`config.mk`:
```
export PLATFORM = sky130hd
export DESIGN_NAME = bit_timer
export DESIGN_NICKNAME = d
export VERILOG_FILES = /design/src/rtl/bit_timer_pkg.sv /design/src/rtl/bit_timer_byte_cnt.sv /design/src/rtl/bit_timer.sv
export SDC_FILE = /design/constraint.sdc
export NUM_CORES = 1
export LEC_CHECK = 0
export ABC_AREA = 0
export ABC_CLOCK_PERIOD_IN_PS = 5300
export CORE_UTILIZATION = 38
export DETAILED_ROUTE_END_ITERATION = 10
export SLEW_MARGIN = 20
export SYNTH_ARGS = -nofsm -noshare
export SYNTH_HDL_FRONTEND = slang
export SYNTH_SLANG_ARGS = --single-unit
```
`constraint.sdc`:
```
create_clock -name clk -period 5.3 [get_ports clk]
set_input_delay 1.06 -clock clk [delete_from_list [all_inputs] [get_ports clk]]
set_output_delay 1.06 -clock clk [all_outputs]
set_load 0.01 [all_outputs]
```
`src/rtl/bit_timer_pkg.sv`:
```
// -----------------------------------------------------------------------------
// bit_timer_pkg
// Shared types and default timing constants for the USB receive bit timer.
// The default constants are also used by the byte-level receive controller.
// -----------------------------------------------------------------------------
package bit_timer_pkg;

  // Bit timer FSM states.
  typedef enum logic [1:0] {
    IDLE  = 2'd0,  // held / not started, no strobes
    FIRST = 2'd1,  // counting down to the first sample point
    RUN   = 2'd2   // periodic sampling once per bit period
  } bt_state_t;

  // Default timing for full-speed receive at the system clock rate.
  localparam int BT_CLKS_PER_BIT  = 30;
  localparam int BT_FIRST_OFFSET  = 15;
  localparam int BT_BITS_PER_BYTE = 8;
  localparam int BT_RESYNC        = 1;

endpackage

```
`src/rtl/bit_timer_byte_cnt.sv`:
```
// -----------------------------------------------------------------------------
// bit_timer_byte_cnt
// Counts issued sample strobes into bytes. A strobe with hold_count set is a
// stuff bit: it is not counted and cannot complete a byte.
//
// Ports:
//   clk           system clock
//   rst           asynchronous active-low reset
//   clear         synchronous clear (timer restart), wins over counting
//   strobe_issue  high on the edge that registers a shift_enable strobe
//   hold_count    stuff-bit marker, sampled with strobe_issue
//   bit_idx       bits counted in the current byte
//   byte_done     one-cycle pulse aligned with the strobe completing a byte
// -----------------------------------------------------------------------------
module bit_timer_byte_cnt
  import bit_timer_pkg::*;
#(
  parameter  int BITS_PER_BYTE = BT_BITS_PER_BYTE,
  localparam int BIT_W         = $clog2(BITS_PER_BYTE)
) (
  input  logic             clk,
  input  logic             rst,
  input  logic             clear,
  input  logic             strobe_issue,
  input  logic             hold_count,
  output logic [BIT_W-1:0] bit_idx,
  output logic             byte_done
);

  localparam logic [BIT_W-1:0] LAST_IDX = BIT_W'(BITS_PER_BYTE - 1);

  // Registered on the same edge as shift_enable, so bit_idx and byte_done
  // change in the same cycle the strobe is visible.
  always_ff @(posedge clk or negedge rst) begin
    if (!rst) begin
      bit_idx   <= '0;
      byte_done <= 1'b0;
    end else if (clear) begin
      bit_idx   <= '0;
      byte_done <= 1'b0;
    end else begin
      byte_done <= 1'b0;
      if (strobe_issue && !hold_count) begin
        if (bit_idx == LAST_IDX) begin
          bit_idx   <= '0;
          byte_done <= 1'b1;
        end else begin
          bit_idx <= bit_idx + BIT_W'(1);
        end
      end
    end
  end

endmodule

```
`src/rtl/bit_timer.sv`:
```
// -----------------------------------------------------------------------------
// bit_timer
// Receive bit-timing generator. After reset_timer is released it strobes
// shift_enable FIRST_OFFSET cycles later, then every CLKS_PER_BIT cycles.
// With RESYNC=1 an edge_det pulse moves the next strobe HALF cycles out,
// re-centring the sample point on the data eye.
//
// Ports:
//   clk           system clock
//   rst           asynchronous active-low reset
//   reset_timer   synchronous hold/restart, highest priority
//   edge_det      one-cycle pulse on a data-line transition
//   hold_count    stuff-bit marker, sampled at the edge a strobe is issued
//   shift_enable  registered one-cycle sample strobe
//   byte_done     registered one-cycle pulse with the byte-completing strobe
//   bit_idx       bits counted in the current byte
//   state_dbg     current FSM state (observation only)
//
// Handshake: none. All outputs are single-cycle strobes or levels; the
// consumer samples them every cycle and there is no back-pressure.
// -----------------------------------------------------------------------------
module bit_timer
  import bit_timer_pkg::*;
#(
  parameter  int CLKS_PER_BIT  = BT_CLKS_PER_BIT,
  parameter  int FIRST_OFFSET  = BT_FIRST_OFFSET,
  parameter  int BITS_PER_BYTE = BT_BITS_PER_BYTE,
  parameter  int RESYNC        = BT_RESYNC,
  localparam int BIT_W         = $clog2(BITS_PER_BYTE)
) (
  input  logic             clk,
  input  logic             rst,
  input  logic             reset_timer,
  input  logic             edge_det,
  input  logic             hold_count,
  output logic             shift_enable,
  output logic             byte_done,
  output logic [BIT_W-1:0] bit_idx,
  output bt_state_t        state_dbg
);

  localparam int CNT_W = $clog2(CLKS_PER_BIT);
  localparam int HALF  = CLKS_PER_BIT / 2;

  localparam logic [CNT_W-1:0] FIRST_LOAD  = CNT_W'(FIRST_OFFSET - 1);
  localparam logic [CNT_W-1:0] PERIOD_LOAD = CNT_W'(CLKS_PER_BIT - 1);
  localparam logic [CNT_W-1:0] RESYNC_LOAD = CNT_W'(HALF - 1);

  // Parameter range checks at elaboration.
  if (CLKS_PER_BIT < 4 || CLKS_PER_BIT > 255) begin : g_bad_clks
    $error("bit_timer: CLKS_PER_BIT must be in 4..255");
  end
  if (FIRST_OFFSET < 1 || FIRST_OFFSET > CLKS_PER_BIT) begin : g_bad_first
    $error("bit_timer: FIRST_OFFSET must be in 1..CLKS_PER_BIT");
  end
  if (BITS_PER_BYTE < 2) begin : g_bad_bits
    $error("bit_timer: BITS_PER_BYTE must be at least 2");
  end
  if (RESYNC != 0 && RESYNC != 1) begin : g_bad_resync
    $error("bit_timer: RESYNC must be 0 or 1");
  end

  bt_state_t        state_q, state_d;
  logic [CNT_W-1:0] cnt_q, cnt_d;
  logic             strobe_issue;

  assign state_dbg = state_q;

  always_ff @(posedge clk or negedge rst) begin
    if (!rst) begin
      state_q      <= IDLE;
      cnt_q        <= '0;
      shift_enable <= 1'b0;
    end else begin
      state_q      <= state_d;
      cnt_q        <= cnt_d;
      shift_enable <= strobe_issue;
    end
  end

  always_comb begin
    state_d      = state_q;
    cnt_d        = cnt_q;
    strobe_issue = 1'b0;
    // reset_timer drops any strobe that would have been issued this edge.
    if (reset_timer) begin
      state_d = IDLE;
      cnt_d   = '0;
    end else begin
      case (state_q)
        IDLE: begin
          state_d = FIRST;
          cnt_d   = FIRST_LOAD;
        end
        FIRST, RUN: begin
          if (cnt_q == '0) begin
            strobe_issue = 1'b1;
            cnt_d        = PERIOD_LOAD;
            state_d      = RUN;
          end else begin
            cnt_d = cnt_q - CNT_W'(1);
          end
          // A line transition re-centres the phase; it overrides the period
          // reload even when a strobe goes out on the same edge, and does not
          // advance FIRST to RUN.
          if (RESYNC != 0 && edge_det) begin
            cnt_d   = RESYNC_LOAD;
            state_d = state_q;
          end
        end
        default: begin
          state_d = IDLE;
          cnt_d   = '0;
        end
      endcase
    end
  end

  bit_timer_byte_cnt #(
    .BITS_PER_BYTE(BITS_PER_BYTE)
  ) u_byte_cnt (
    .clk          (clk),
    .rst          (rst),
    .clear        (reset_timer),
    .strobe_issue (strobe_issue),
    .hold_count   (hold_count),
    .bit_idx      (bit_idx),
    .byte_done    (byte_done)
  );

endmodule

```
# --- Word-level counts from Yosys, hierarchy flattened ---
# Index checks and enable logic that the tools add are counted.
op_classes:
  eq_ne: 5
  n_addsub: 2
  n_mux: 17
  reduce_logical: 7
ops:
  columns: ["cell", "count"]
  rows:
  - ["$mux 5", 3]
  - ["$pmux 5 s2", 1]
  - ["$mux 3", 3]
  - ["$mux 1", 6]
  - ["$mux 2", 3]
  - ["$ne 3x3->1 const B", 2]
  - ["$logic_not 5->1", 1]
  - ["$sub 5x1->5 const B", 1]
  - ["$pmux 2 s2", 1]
  - ["$add 3x1->3 const B", 1]
  - ["$eq 3x3->1 const B", 1]
  - ["$eq 2x1->1 const B", 1]
  - ["$eq 2x2->1 const B", 1]
  - ["$logic_not 2->1", 1]
  - ["$reduce_and 2->1", 1]
  - ["$reduce_bool 2->1", 1]
  - ["$reduce_or 2->1", 1]
  - ["$logic_and 1x1->1", 1]
  - ["$logic_not 1->1", 1]
totals:
  out_inout_bits: 7
  wordCells: 36
  reg_bits: 12
  inputBits: 5

# --- Logic depth before layout (Yosys ltp) ---
depth:
  depth_word: 7
  mapped_depth: 6
  ltp_nobuf: 5

# --- Cells and area by module ---
# A second synthesis with hierarchy kept.
hier_totals:
  hier_cells: 57
  hier_area_um2: 621.8
by_module_without_submodules:
  columns: ["module", "cells_each", "n_inst", "area_per_inst_um2", "seq_area_each_um2"]
  rows:
  - ["bit_timer", 42, 1, 425.4, 200.2]
  - ["bit_timer_byte_cnt", 15, 1, 196.4, 100.1]

# --- Worst setup path after synthesis ---
# No wires, ideal clock.
synth_timing:
  path_kind: "input -> register"
  start: "input port reset_timer"
  end: "register u_byte_cnt.bit_idx[1]"
  setup_time_ns: 0.135
  t_arrival_ns: 1.713
  stages: 4
  n_path_buf: 1
  required_time_ns: 5.165
  path_slack_ns: 3.452
  path_cell_list: "nand2b_1 clkbuf_1 o311ai_2 o41ai_2"
synth_via:
  elab_chain_len: 3
  elab_cells_between_ends: 4
  classes_between: "2 x mux; 2 x reduce/logical"
synth_rtl:
  columns: ["element", "line_no", "rtl"]
  rows:
  - ["start: declaration", "bit_timer.sv:33", "input logic reset_timer,"]
  - ["$mux 1", "bit_timer.sv:86", "if (reset_timer) begin"]
  - ["$logic_and 1x1->1", "bit_timer_byte_cnt.sv:43", "if (strobe_issue && !hold_count) begin"]
  - ["$reduce_bool 2->1 (no line)", null, null]
  - ["end signal: assignment", "bit_timer_byte_cnt.sv:48", "bit_idx <= bit_idx + BIT_W'(1);"]
  - ["end: declaration", "bit_timer_byte_cnt.sv:26", "output logic [BIT_W-1:0] bit_idx,"]
# Parallel ways exist; a longest one is shown, timed or not.
# A chain may end at the register's enable or synchronous reset.

# --- Worst setup path in the final report ---
layout_timing:
  start: "register u_byte_cnt.bit_idx[1]"
  end: "output port bit_idx[1]"
layout_rtl:
  columns: ["element", "line_no", "rtl"]
  rows:
  - ["end: declaration", "bit_timer.sv:38", "output logic [BIT_W-1:0] bit_idx,"]
# No word-level cell between the ends.

==> impl_results.html <==
<table>
<tr><th>Metric</th><th>Value</th></tr>
<tr><th colspan="2">Timing</th></tr>
<tr><td>Setup TNS</td><td>0 ps</td></tr>
<tr><td>Final slew viol count</td><td>0</td></tr>
<tr><td>Final count of negative-setup-slack endpoints</td><td>0</td></tr>
<tr><td>Minimum clock period</td><td>2300 ps</td></tr>
<tr><td>Slack of the critical path</td><td>3000 ps</td></tr>
<tr><td>Setup repair after global routing missed its margin</td><td>false</td></tr>
<tr><td>Relative slew slack</td><td>65.2%</td></tr>
<tr><td>Worst-Margin Slew</td><td>521 ps</td></tr>
<tr><td>Final hold slack</td><td>477 ps</td></tr>
<tr><td>Final hold viol count</td><td>0</td></tr>
<tr><td>Fraction of the cycle the final worst path needs</td><td>43.5%</td></tr>
<tr><td>Max Freq</td><td>434 MHz</td></tr>
<tr><td>Setup clock skew after layout</td><td>3.28 ps</td></tr>
<tr><th colspan="2">Power and ir drop</th></tr>
<tr><td>Static power due to leakage</td><td>0.359 nW</td></tr>
<tr><td>Overall power</td><td>314 uW</td></tr>
<tr><td>Maximum vdd drop</td><td>0.211 mV</td></tr>
<tr><td>Power per standard cell area</td><td>387 nW/um^2</td></tr>
<tr><th colspan="2">Clocking</th></tr>
<tr><td>Longest Clk Path Bufs</td><td>2</td></tr>
<tr><td>Clock Sinks</td><td>12</td></tr>
<tr><td>Setup Buffers After CTS</td><td>0</td></tr>
<tr><td>Clk Latency, worst-skew pair</td><td>260 ps</td></tr>
<tr><td>Number of gates resized after cts</td><td>0</td></tr>
<tr><td>Hold-fix buffers at CTS</td><td>0</td></tr>
<tr><td>Clock Root Buffer</td><td>sky130_fd_sc_hd__clkbuf_4</td></tr>
<tr><td>Number of CTS-inserted buffers</td><td>3</td></tr>
<tr><td>Clock tree from TritonCTS</td><td>done</td></tr>
<tr><td>Clk slew on worst S/H paths</td><td>70 ps</td></tr>
<tr><td>Total number of H-tree levels</td><td>1</td></tr>
<tr><th colspan="2">Yosys</th></tr>
<tr><td>Most common flop cell mapped by yosys</td><td>sky130_fd_sc_hd__dfrtp_1</td></tr>
<tr><td>EDFF count, synth</td><td>0</td></tr>
<tr><td>Number of library cell types mapped by synthesis</td><td>29</td></tr>
<tr><td>Top cells by instance count after synthesis</td><td>sky130_fd_sc_hd__dfrtp_1, sky130_fd_sc_hd__inv_1, sky130_fd_sc_hd__ha_1</td></tr>
<tr><td>Post-Syn Area</td><td>659 um^2</td></tr>
<tr><td>Yosys reg bits</td><td>12</td></tr>
<tr><td>Cell type with the largest total area after synthesis</td><td>sky130_fd_sc_hd__dfrtp_1</td></tr>
<tr><td>Leading cell types by total area after synthesis</td><td>sky130_fd_sc_hd__dfrtp_1, sky130_fd_sc_hd__ha_1, sky130_fd_sc_hd__inv_1, sky130_fd_sc_hd__o311ai_1, sky130_fd_sc_hd__o41ai_1</td></tr>
<tr><td>Top cell type's share of synthesized area</td><td>45.5%</td></tr>
<tr><td>Post-synth net total</td><td>69</td></tr>
<tr><td>Most used standard cell by instance count after synthesis</td><td>sky130_fd_sc_hd__dfrtp_1</td></tr>
<tr><td>Syn avg cell area</td><td>11.2 um^2</td></tr>
<tr><td>Warning count from the yosys run</td><td>0</td></tr>
<tr><td>Proportion of synthesized chip area in sequential cells</td><td>45.5%</td></tr>
<tr><td>Share of flip-flops with an asynchronous set or reset after synthesis</td><td>100%</td></tr>
<tr><td>Synthesized instance count</td><td>59</td></tr>
<tr><th colspan="2">Worst setup path</th></tr>
<tr><td>Longest individual stage delay on the worst path</td><td>570 ps</td></tr>
<tr><td>Arrival time reported for the critical path endpoint</td><td>1240 ps</td></tr>
<tr><td>Library cell contributing the largest single delay on the critical path</td><td>sky130_fd_sc_hd__clkdlybuf4s50_1</td></tr>
<tr><td>Total buffers and inverters traversed by the critical path</td><td>1</td></tr>
<tr><td>Startpoint class of the critical path</td><td>flip-flop</td></tr>
<tr><td>CP top delay family</td><td>buffers and inverters</td></tr>
<tr><td>Setup crit end kind</td><td>primary output</td></tr>
<tr><td>Setup slack, reg-to-reg</td><td>3510 ps</td></tr>
<tr><td>WP data required</td><td>4240 ps</td></tr>
<tr><td>Ordered list of cells on the worst path</td><td>clkdlybuf4s50_1</td></tr>
<tr><td>Class of the most critical setup path</td><td>reg2out</td></tr>
<tr><td>Largest fanout of any net on the critical path</td><td>3</td></tr>
<tr><th colspan="2">Detailed routing</th></tr>
<tr><td>DRT Wirelength</td><td>1.18 mm</td></tr>
<tr><td>DRC violation total after the first TritonRoute iteration</td><td>8</td></tr>
<tr><td>Routed wire length per instance</td><td>13.4 um</td></tr>
<tr><td>Vias per std cell</td><td>5.50</td></tr>
<tr><td>Antenna-violating nets left</td><td>0</td></tr>
<tr><td>Number of remaining DRC errors</td><td>0</td></tr>
<tr><td>DR pass1 iterations</td><td>4</td></tr>
<tr><td>Via count of the routed design</td><td>484</td></tr>
<tr><th colspan="2">Floorplan</th></tr>
<tr><td>Die boundary height</td><td>43.7 um</td></tr>
<tr><td>Die area</td><td>1910 um^2</td></tr>
<tr><td>Count of boundary I/O pins</td><td>12</td></tr>
<tr><td>Placeable core region</td><td>1560 um^2</td></tr>
<tr><td>FP Rows</td><td>14</td></tr>
<tr><td>Die X-Extent</td><td>43.7 um</td></tr>
<tr><td>Initial core utilization</td><td>42.3%</td></tr>
<tr><th colspan="2">Run</th></tr>
<tr><td>Max-cap violation count</td><td>0</td></tr>
<tr><th colspan="2">Placed design</th></tr>
<tr><td>HPWL after detailed placement</td><td>946 um</td></tr>
<tr><td>Placer Congestion</td><td>0.735</td></tr>
<tr><td>Placed cell areas</td><td>774 um^2</td></tr>
<tr><td>Placement Setup Slack</td><td>2850 ps</td></tr>
<tr><td>Number of port buffers</td><td>11</td></tr>
<tr><th colspan="2">Global routing</th></tr>
<tr><td>GR Layer Usage met1</td><td>20.5%</td></tr>
<tr><td>GRT Util Overall</td><td>14.7%</td></tr>
<tr><td>Met3 usage</td><td>2.50%</td></tr>
<tr><td>Number of global-route vias before repair</td><td>459</td></tr>
<tr><td>First-pass GRT wire length</td><td>2.05 mm</td></tr>
<tr><td>Busiest layer in global routing</td><td>met2</td></tr>
<tr><td>Grt met2 use</td><td>22.1%</td></tr>
<tr><td>Initial antenna violation count</td><td>0</td></tr>
<tr><td>Pin count of the biggest net entering global routing</td><td>14</td></tr>
<tr><td>Final global-route overflow total</td><td>0</td></tr>
<tr><th colspan="2">Layout</th></tr>
<tr><td>Antenna diode count</td><td>0</td></tr>
<tr><td>P&amp;R area growth vs syn</td><td>23.0%</td></tr>
<tr><td>Cell area after layout</td><td>811 um^2</td></tr>
<tr><td>Nets</td><td>83</td></tr>
<tr><td>Fraction of final layout cells with drive strength greater than 1</td><td>12.5%</td></tr>
<tr><th colspan="2">Run status</th></tr>
<tr><td>Outcome</td><td>finished, final reports clean</td></tr>
<tr><th colspan="2">Worst hold path</th></tr>
<tr><td>Path class of the lowest-slack min-delay path</td><td>reg2reg</td></tr>
</table>
per-stage QoR:
stage / util (%) / instances
floorplan: - / 59
global placement: 49.7 / 84
detailed placement: 49.7 / 84
CTS: 52.0 / 88
global route: 52.0 / 88
finish: 52.0 / 88
worst reg2reg max path: cells and delay by family, from the launching register on:
kind,cells,cell delay (ps)
flip-flops,1,400
AO/OA/AOI/OAI,2,420
adder cells (fa/ha/maj),1,210
buffers and inverters,1,70
AND/OR/NAND/NOR,1,580
placed cells by master, fill, tap and decap left out, types with 2 or more instances in the layout:
cell                              instances
sky130_fd_sc_hd__dfrtp_1                 12
sky130_fd_sc_hd__clkdlybuf4s50_1         11
sky130_fd_sc_hd__inv_1                    7
sky130_fd_sc_hd__ha_1                     5
sky130_fd_sc_hd__nor2_1                   4
sky130_fd_sc_hd__o311ai_1                 3
sky130_fd_sc_hd__clkbuf_4                 3
sky130_fd_sc_hd__o21ai_0                  2
sky130_fd_sc_hd__o21a_1                   2
sky130_fd_sc_hd__nand2b_1                 2
sky130_fd_sc_hd__o41ai_1                  2
kinds of logic (layout without fill, tap and decap cells):
group	Yosys count	in the layout	synth area share [%]
AOI/OAI and AO/OA	16	16	21.8
and+or+nand+nor	15	15	14.2
DFF	12	12	45.5
buffers and inverters	9	22	6.26
adders and majority gates	5	5	9.49
xor gates and xnor gates	2	2	2.66
flip-flops by register name, indices dropped and copies added (netlist names):
signal                flops
state_dbg                 2
cnt_q                     5
u_byte_cnt.byte_done      1
shift_enable              1
u_byte_cnt.bit_idx        3
layout make-up:
class,count,area [um^2]
flip-flops and latches,12,300
clock buffers,4,36.3
multi-input cells,38,318
fillers,147,748
repair buffers,11,110
inverters,7,26.3
well taps,16,20.0
routing by layer:
layer,part of all wire (%),vias to the layer above
met5,0,-
li1,-,243
met3,2.4,2
met4,0.76,0
met2,45,7
met1,51,232
path summary, 6_finish.rpt:
kind,start,end,cells after the start
worst min register to register,cnt_q[0],cnt_q[0],1
worst max register to register,cnt_q[0],u_byte_cnt.bit_idx[1],5
worst min-delay path,cnt_q[0],cnt_q[0],1
max in group asynchronous,rst,cnt_q[0],1
worst max-delay path,u_byte_cnt.bit_idx[1],bit_idx[1],1
min in group asynchronous,rst,u_byte_cnt.bit_idx[2],1
report_power, final:
part / internal, mW / leakage, nW / switching, mW / total, mW
logic: 0.0549 / 0.177 / 0.0671 / 0.122
registers: 0.107 / 0.161 / 0.0148 / 0.122
clock network: 0.0416 / 0.0210 / 0.0278 / 0.0694
total: 0.204 / 0.359 / 0.110 / 0.314
No activity file was read; power rests on OpenSTA's default activity.
